<file path="src/rtl/pipe_hazard_ctrl.sv">
// Y86 five-stage pipeline control: hazard stall/bubble generation plus run/drain/halt freeze FSM.
// Optional hazard performance counters are built when PIPE_PERF_CNT_EN is defined.
module pipe_hazard_ctrl (
  input  logic        clk,
  input  logic        rst_n,
  input  logic [3:0]  D_Ins_Code,
  input  logic [3:0]  E_Ins_Code,
  input  logic [3:0]  M_Ins_Code,
  input  logic [3:0]  d_srcA,
  input  logic [3:0]  d_srcB,
  input  logic [3:0]  E_dstM,
  input  logic        e_Cnd,
  input  logic [2:0]  m_stat,
  input  logic [2:0]  W_stat,
  output logic        F_tostall,
  output logic        D_tostall,
  output logic        D_toBubble,
  output logic        E_toBubble,
  output logic        M_toBubble,
  output logic        W_tostall,
  output logic        set_cc_en,
  output logic        cpu_halted,
  output logic [2:0]  prog_stat
`ifdef PIPE_PERF_CNT_EN
  ,
  output logic [31:0] perf_cycles,
  output logic [31:0] perf_stalls,
  output logic [31:0] perf_bubbles
`endif
);

  localparam logic [3:0] I_MRMOV = 4'h5;
  localparam logic [3:0] I_OPQ   = 4'h6;
  localparam logic [3:0] I_JXX   = 4'h7;
  localparam logic [3:0] I_RET   = 4'h9;
  localparam logic [3:0] I_POP   = 4'hB;
  localparam logic [3:0] R_NONE  = 4'hF;

  typedef enum logic [1:0] {
    ST_RUN   = 2'd0,
    ST_DRAIN = 2'd1,
    ST_HALT  = 2'd2
  } state_t;

  state_t     state_q, state_d;
  logic [2:0] prog_stat_q, prog_stat_d;

  logic loaduse, ret, mispred, mexc, wexc;

  assign loaduse = ((E_Ins_Code == I_MRMOV) || (E_Ins_Code == I_POP)) &&
                   (E_dstM != R_NONE) &&
                   ((E_dstM == d_srcA) || (E_dstM == d_srcB));
  assign ret     = (D_Ins_Code == I_RET) || (E_Ins_Code == I_RET) || (M_Ins_Code == I_RET);
  assign mispred = (E_Ins_Code == I_JXX) && !e_Cnd;
  assign mexc    = (m_stat == 3'd1) || (m_stat == 3'd2) || (m_stat == 3'd3);
  assign wexc    = (W_stat == 3'd1) || (W_stat == 3'd2) || (W_stat == 3'd3);

  always_comb begin
    state_d     = state_q;
    prog_stat_d = prog_stat_q;
    F_tostall   = loaduse | ret;
    D_tostall   = loaduse;
    D_toBubble  = mispred | (ret & !loaduse);
    E_toBubble  = mispred | loaduse;
    M_toBubble  = mexc | wexc;
    W_tostall   = wexc;
    set_cc_en   = (E_Ins_Code == I_OPQ) & !mexc & !wexc;
    cpu_halted  = 1'b0;

    case (state_q)
      ST_HALT: begin
        F_tostall  = 1'b1;
        D_tostall  = 1'b1;
        D_toBubble = 1'b0;
        E_toBubble = 1'b1;
        M_toBubble = 1'b1;
        W_tostall  = 1'b1;
        set_cc_en  = 1'b0;
        cpu_halted = 1'b1;
      end
      ST_RUN, ST_DRAIN: begin
        // Nothing new is fetched behind a faulting instruction until it retires or is squashed.
        if (state_q == ST_DRAIN) F_tostall = 1'b1;
        if (wexc) begin
          state_d     = ST_HALT;
          prog_stat_d = W_stat;
        end else if (mexc) begin
          state_d = ST_DRAIN;
        end else begin
          state_d = ST_RUN;
        end
      end
      default: state_d = ST_RUN;
    endcase
  end

  always_ff @(posedge clk or negedge rst_n) begin
    if (!rst_n) begin
      state_q     <= ST_RUN;
      prog_stat_q <= 3'd0;
    end else begin
      state_q     <= state_d;
      prog_stat_q <= prog_stat_d;
    end
  end

  assign prog_stat = prog_stat_q;

`ifdef PIPE_PERF_CNT_EN
  logic [31:0] cyc_q, stl_q, bub_q;

  always_ff @(posedge clk or negedge rst_n) begin
    if (!rst_n) begin
      cyc_q <= 32'd0;
      stl_q <= 32'd0;
      bub_q <= 32'd0;
    end else if (state_q != ST_HALT) begin
      cyc_q <= cyc_q + 32'd1;
      if (D_tostall)               stl_q <= stl_q + 32'd1;
      if (E_toBubble | D_toBubble) bub_q <= bub_q + 32'd1;
    end
  end

  assign perf_cycles  = cyc_q;
  assign perf_stalls  = stl_q;
  assign perf_bubbles = bub_q;
`endif

endmodule

</file>
<file path="config.mk">
export PLATFORM = sky130hd
export DESIGN_NAME = pipe_hazard_ctrl
export DESIGN_NICKNAME = d
export VERILOG_FILES = /design/src/rtl/pipe_hazard_ctrl.sv
export SDC_FILE = /design/constraint.sdc
export NUM_CORES = 1
export LEC_CHECK = 0
export CAP_MARGIN = 0
export CORE_ASPECT_RATIO = 0.9
export CORE_MARGIN = 2
export CORE_UTILIZATION = 28
export DETAILED_ROUTE_END_ITERATION = 8
export GPL_ROUTABILITY_DRIVEN = 0
export PLACE_DENSITY = 0.83
export SYNTH_ARGS = -nofsm -noshare
export SYNTH_HDL_FRONTEND = slang
export SYNTH_SLANG_ARGS = --single-unit
</file>
<file path="constraint.sdc">
create_clock -name clk -period 1.2 [get_ports clk]
set_input_delay 0.18 -clock clk [delete_from_list [all_inputs] [get_ports clk]]
set_output_delay 0.18 -clock clk [all_outputs]
set_load 0.02 [all_outputs]
</file>
==> impl_results.md, run 1 <==
* Synth cell types at 22
* Sequential fraction of the synthesis area at 29.1%
* First-pass GRT wire length at roughly 2700 um
* Synth warnings at 0
* CTS tree: done
* Fin. Hold Viols at 0
* CP Max Fanout at 4
* Worst slew margin relative to its limit at around four fifths
* All-Layer GR Usage at 21.7%
* Startpoint types: input port
* R2R depth at 3
* Hold/Removal Path Class: in2async
* Hold-fix buffers at CTS at 0
* GRT overflow at 0
* Initial DRC Count at 1
* Final Setup Violations at 8
* Post-Route Utilization at between 70% and 80%
* Status: complete, but fails checks
* Total Power at 0.00148 W
* CTS Buf Count at 3
* Core area at roughly 0.0014 mm2
* Initial antenna violation count at 0
* Max-cap violations at 0
* First-pass iteration count of the detailed router at 2
* Wire per inst at 15.0 um
* CP Launch Point: d_srcA[1]
* Post-synthesis instance total at 46
* RSZ-0062 raised after global routing: true
* Tcrit/Tclk final at 121%
* Die W at 45.3 um
* Starting Density at 29.7%
* Drt via density at between 4 and 5
* Kind of critical path: in2out
* Layout Nets at 140
* Fraction of layout cells with a size suffix above 1 at 62.3%
* Final Slew Violations at 0
* Lkg Pwr at 0.564 nW
* Tmin final at 1.46 ns
* Die area at 0.00187 mm2
* Worst-Margin Slew at 0.271 ns
* R2R Path End: prog_stat[1]
* Largest net degree at the start of global routing at 6
* DP HPWL at between 1000 and 1500 um
* Die Ht at between 40 and 50 um
* # clock sinks at 5
* Vias at 586
* Worst Setup EP: D_toBubble
* # diodes at 0
* WL final at 1810 um
* Std-Cell Rows at 13
* Mapped Nets at 79
* Clock-pin slew on the worst setup and hold paths at 0.05 ns
* Clock latency on the worst-skew pair at 0.25 ns
* Critical R2R Launch: state_q[1]
* Seq cells post-synth at 5
* Synthesized area at 430 um2
* Clock Skew at 0.0111 ns
* Drt drc at 0
* Final WS setup at -0.258 ns
* Pwr/cell area at 1280 mW/mm2
* VDD IR max at 1070 uV
* Vias in the first global route at 624
* Antenna Nets Post-Route at 0
* WP data required at 1.02 ns
* Fmax at 686 MHz
* Worst Path Arrival at 1.28 ns
* CP Capture Type: primary output
* Port bufs at 43
* Layout area overhead at 168%
* Violated checks: setup timing
* CTS root buf: clkbuf_4
* H-tree Lvls at 1
* Clk buf depth at 2
* FF-to-FF setup slack at 0.06 ns
* Synth Area per Inst at 9.36 um2
* Ports at 44
-- cells in the final DEF (no fill, tap or decap), types with 2 or more instances in the layout --
cell / instances
buf_2: 6
buf_4: 11
buf_6: 17
clkbuf_2: 2
clkbuf_4: 3
clkdlybuf4s50_1: 2
dfrtp_1: 5
dlygate4sd2_1: 16
dlymetal6s2s_1: 2
mux2_2: 2
nand2_1: 2
nand2b_4: 2
nand3b_1: 2
nand4_1: 2
nor4bb_4: 3
xor2_1: 4
xor2_2: 4
-- Yosys cell counts --
cell type / count / area share [%]
and3_1: 1 / 1.5
nor2b_1: 1 / 1.5
o21bai_1: 2 / 3.5
nand2b_1: 3 / 4.4
nand4_1: 2 / 2.9
nor4bb_1: 3 / 7.0
mux2_2: 2 / 5.2
o21ai_0: 1 / 1.2
xor2_1: 8 / 16
nand3b_1: 2 / 3.5
nor3_1: 2 / 2.3
nor4_2: 2 / 5.8
o21ai_1: 1 / 1.2
dfrtp_1: 5 / 29
or3b_1: 1 / 2.0
nand2_1: 3 / 2.6
o2111ai_2: 1 / 3.5
nor2_1: 1 / 0.87
nor3b_1: 1 / 1.7
clkbuf_1: 1 / 0.87
inv_1: 1 / 0.87
nand3_1: 2 / 2.3
-- cell type report --
class	count	area (um2)
Clock inverter	1	5.00
Timing Repair Buffer	57	510
Fill cell	100	295
Sequential cell	5	125
Tap cell	15	18.8
Inverter	1	3.75
Clock buffer	3	22.5
Multi-Input combinational cell	39	467
-- worst min-delay path by stage --
stage                     cells after the start  slack (ns)      endpoint  start
final                                         1        0.15  prog_stat[0]  rst_n
after global routing                          1        0.16  prog_stat[0]  rst_n
after CTS                                     1        0.15  prog_stat[0]  rst_n
after detailed placement                      1        0.43  prog_stat[0]  rst_n
after global placement                        1        0.41  prog_stat[1]  rst_n
after floorplan                               0       -0.12  prog_stat[0]  rst_n
-- critical path, stage by stage --
cell,delay [ns]
buf_6,0.10
xor2_2,0.16
nor4_2,0.31
o2111ai_2,0.20
and3_4,0.19
buf_6,0.12
-- registers in the layout, indices dropped and copies added (netlist names) --
| name | count |
|---|---|
| state_q | 2 |
| prog_stat | 3 |
-- cells by family (layout without fill, tap and decap cells) --
logic type / count (synthesis) / after routing / share of synthesized area [%]
flip-flops: 5 / 5 / 29.1
XOR/XNOR: 8 / 8 / 16.3
AO/OA/AOI/OAI: 5 / 5 / 9.30
buffers and inverters: 2 / 62 / 1.74
multiplexers: 2 / 2 / 5.23
AND/OR/NAND/NOR: 24 / 24 / 38.4
-- report_power, final --
part	internal (W)	total (W)	switching (W)
sequential	0.000224	0.000257	0.0000337
combinational	0.000542	0.00102	0.000475
clock	0.000121	0.000204	0.0000821
-- layer usage --
metal / GRT usage [%] / part of all wire, % / up-vias
met5: 0 / 0 / -
met4: 11.0 / 0.94 / 0
met3: 3.96 / 5.6 / 2
met2: 42.9 / 59 / 26
met1: 22.2 / 34 / 275
li1: - / - / 283
-- timing repair --
action	4_1_cts	5_1_grt
pin swaps	24	9
resized for setup	143	18
setup endpoints to repair	15	10
setup buffers	4	0
endpoints found under the hold margin	0	0
-- through the flow --
step                      hold slack (ns)  setup slack [ns]  setup TNS, ns  std cells  cell area, um2
after floorplan                    -0.116          -0.00854        -0.0129         46             469
after global placement              0.414             -1.03          -7.77        115             995
after detailed placement            0.427             -1.09          -8.35        115             995
after CTS                           0.151            -0.305          -1.31        122            1130
after global routing                0.160            -0.313          -1.52        121            1150
final                               0.152            -0.258          -1.06        121            1150
(Power assumes the default switching activity.)
==> inputs of run 2 (changes only) <==
- GPL_TIMING_DRIVEN: unset -> 0
==> run 2 against run 1 <==
  * Maximum frequency decreased by 0.90%
  * The run still ends with setup timing left
  * Sequential cell count is the same
  * Utilization shrank 6.4 points
  * Critical path depth unchanged
  * Register-to-register slack gained 0.02 ns
  * Highest routed layer unchanged
  * Largest cell class unchanged
==> impl_results.md, run 2 (synthesized netlist as in run 1, its figures left out) <==
* Fin. Hold Viols at 0 (unchanged)
* Clk buf depth at 2 (unchanged)
* RSZ-0062 raised after global routing: true (unchanged)
* Wire per inst at 14.0 um (was 15.0 um)
* Hold/Removal Path Class: in2async (unchanged)
* VDD IR max at 929 uV (was 1070 uV)
* Kind of critical path: in2out (unchanged)
* Min Hold Slack at 0.154 ns (was 0.152 ns)
* Tcrit/Tclk final at 123% (was 121%)
* DP HPWL at 1130 um (was 1360 um)
* H-tree Lvls at 1 (unchanged)
* WL final at 1590 um (was 1810 um)
* Max reg flops at 3 (unchanged)
* Ports at 44 (unchanged)
* R2R Path End: prog_stat[1] (unchanged)
* Port bufs at 43 (unchanged)
* Vias in the first global route at 583 (was 624)
* Multi-input gate area at 430 um2 (was 467 um2)
* Status: complete, but fails checks (unchanged)
* Vias at 570 (was 586)
* # diodes at 0 (unchanged)
* CTS root buf: clkbuf_4 (unchanged)
* All-Layer GR Usage at 18.9% (was 21.7%)
* CP Capture Type: primary output (unchanged)
* Worst-Margin Slew at 0.264 ns (was 0.271 ns)
* CTS tree: done (unchanged)
* Register Area at 125 um2 (unchanged)
* # clock sinks at 5 (unchanged)
* Fmax at 680 MHz (was 686 MHz)
* Lkg Pwr at 0.515 nW (was 0.564 nW)
* Layout area overhead at 146% (was 168%)
* Initial antenna violation count at 0 (unchanged)
* Drt via density at 5.00 (was 4.84)
* First-pass GRT wire length at 2390 um (was 2700 um)
* FF-to-FF setup slack at 0.08 ns (was 0.06 ns)
* Initial DRC Count at 3 (was 1)
* Place WS at -1.10 ns (was -1.09 ns)
* Die W at 45.3 um (unchanged)
* Commonest non-fill, non-tap cell in the layout: dlygate4sd2_1 (was buf_6)
* R2R depth at 3 (unchanged)
* Largest net degree at the start of global routing at 8 (was 6)
* WP data required at 1.02 ns (about the same)
* Starting Density at 29.7% (unchanged)
* Finished Cell Area at 0.00106 mm2 (was 0.00115 mm2)
* Pwr/cell area at 1300 mW/mm2 (was 1280 mW/mm2)
* Final WS setup at -0.271 ns (was -0.258 ns)
* GRT overflow at 0 (unchanged)
* Violated checks: setup timing (unchanged)
* Die area at 0.00187 mm2 (unchanged)
* Hold-fix buffers at CTS at 0 (unchanged)
* Layout Nets at 133 (was 140)
* Die Ht at 41.2 um (unchanged)
* Antenna Nets Post-Route at 0 (unchanged)
* CP Max Fanout at 4 (unchanged)
* Drt drc at 0 (unchanged)
* Clock latency on the worst-skew pair at 0.25 ns (about the same)
* Final Slew Violations at 0 (unchanged)
* Std-Cell Rows at 13 (unchanged)
* Most frequent cells in the layout: 15 x dlygate4sd2_1, 13 x buf_6, 7 x buf_2 (was 17 x buf_6, 16 x dlygate4sd2_1, 11 x buf_4)
* Worst slew margin relative to its limit at 82.2% (was 81.9%)
* Startpoint types: input port (unchanged)
* Area of placed instances at 918 um2 (was 995 um2)
* CTS Buf Count at 3 (unchanged)
* Final Setup Violations at 6 (was 8)
* Max-cap violations at 0 (unchanged)
* Critical R2R Launch: state_q[1] (unchanged)
* Clock Skew at 0.00237 ns (was 0.0111 ns)
* Fraction of layout cells with a size suffix above 1 at 51.5% (was 62.3%)
* First-pass iteration count of the detailed router at 4 (was 2)
* Post-Route Utilization at 73.2% (was 79.6%)
* Core area at 0.00145 mm2 (unchanged)
* Worst Path Arrival at 1.29 ns (was 1.28 ns)
* CP Launch Point: E_Ins_Code[1] (was d_srcA[1])
* Filler cell count at 117 (was 100)
* Tmin final at 1.47 ns (was 1.46 ns)
* Total Power at 0.00138 W (was 0.00148 W)
* Clock-pin slew on the worst setup and hold paths at 0.05 ns (about the same)
## run 2: changes by cell type in the layout (fill, tap and decap cells not counted), moves of 2 or more
cell / delta
clkdlybuf4s15_1: +2
buf_6: -4
xor2_2: -2
buf_4: -5
mux2_4: +2
mux2_2: -2
xor2_1: +2
## run 2: timing repair
| action | CTS | global route |
|---|---|---|
| resized for setup | 133 | 13 |
| gates cloned | 0 | 0 |
| endpoints found under the setup margin | 13 | 8 |
| pin swaps | 21 | 7 |
| setup buffers | 6 | 1 |
## run 2: layout make-up
type	count	share of cell area, %
inverters	1	0.354
flip-flops and latches	5	11.8
clock buffers	4	2.48
repair buffers	50	43.0
well taps	15	1.77
multi-input cells	39	40.6
## run 2: worst max path at each step
stage | end | slack [ns] | depth (start not counted)
after detailed placement | D_toBubble | -1.10 | 6
after global routing | D_toBubble | -0.34 | 6
final | D_toBubble | -0.27 | 6
after floorplan | D_toBubble | -0.009 | 4
after CTS | D_toBubble | -0.29 | 6
after global placement | D_toBubble | -1.09 | 6
## run 2: through the flow
| step | setup TNS (ns) | instances |
|---|---|---|
| 2_1_floorplan | -0.0129 | 46 |
| 3_3_place_gp | -7.73 | 104 |
| 5_1_grt | -1.40 | 114 |
| 6_report | -0.975 | 114 |
| 4_1_cts | -1.29 | 114 |
| 3_5_place_dp | -7.84 | 104 |
## run 2: critical path, cell delays in order
cell	delay, ns
clkdlybuf4s15_1	0.23
nand3b_1	0.12
or3b_1	0.39
nand2_1	0.08
and3_4	0.18
buf_6	0.11
## run 2: report_power, final
| part | switching, W | internal (W) |
|---|---|---|
| clock | 0.0000791 | 0.000126 |
| combinational | 0.000433 | 0.000475 |
| sequential | 0.0000384 | 0.000224 |
| total | 0.000550 | 0.000825 |
## run 2: metal layers
layer | vias to the layer above | wire, um | GRT usage (%)
li1 | 272 | - | -
met1 | 260 | 461 | 16.8
met2 | 32 | 923 | 40.7
met3 | 6 | 158 | 5.29
met4 | 0 | 48 | 6.62
met5 | - | 0 | 0
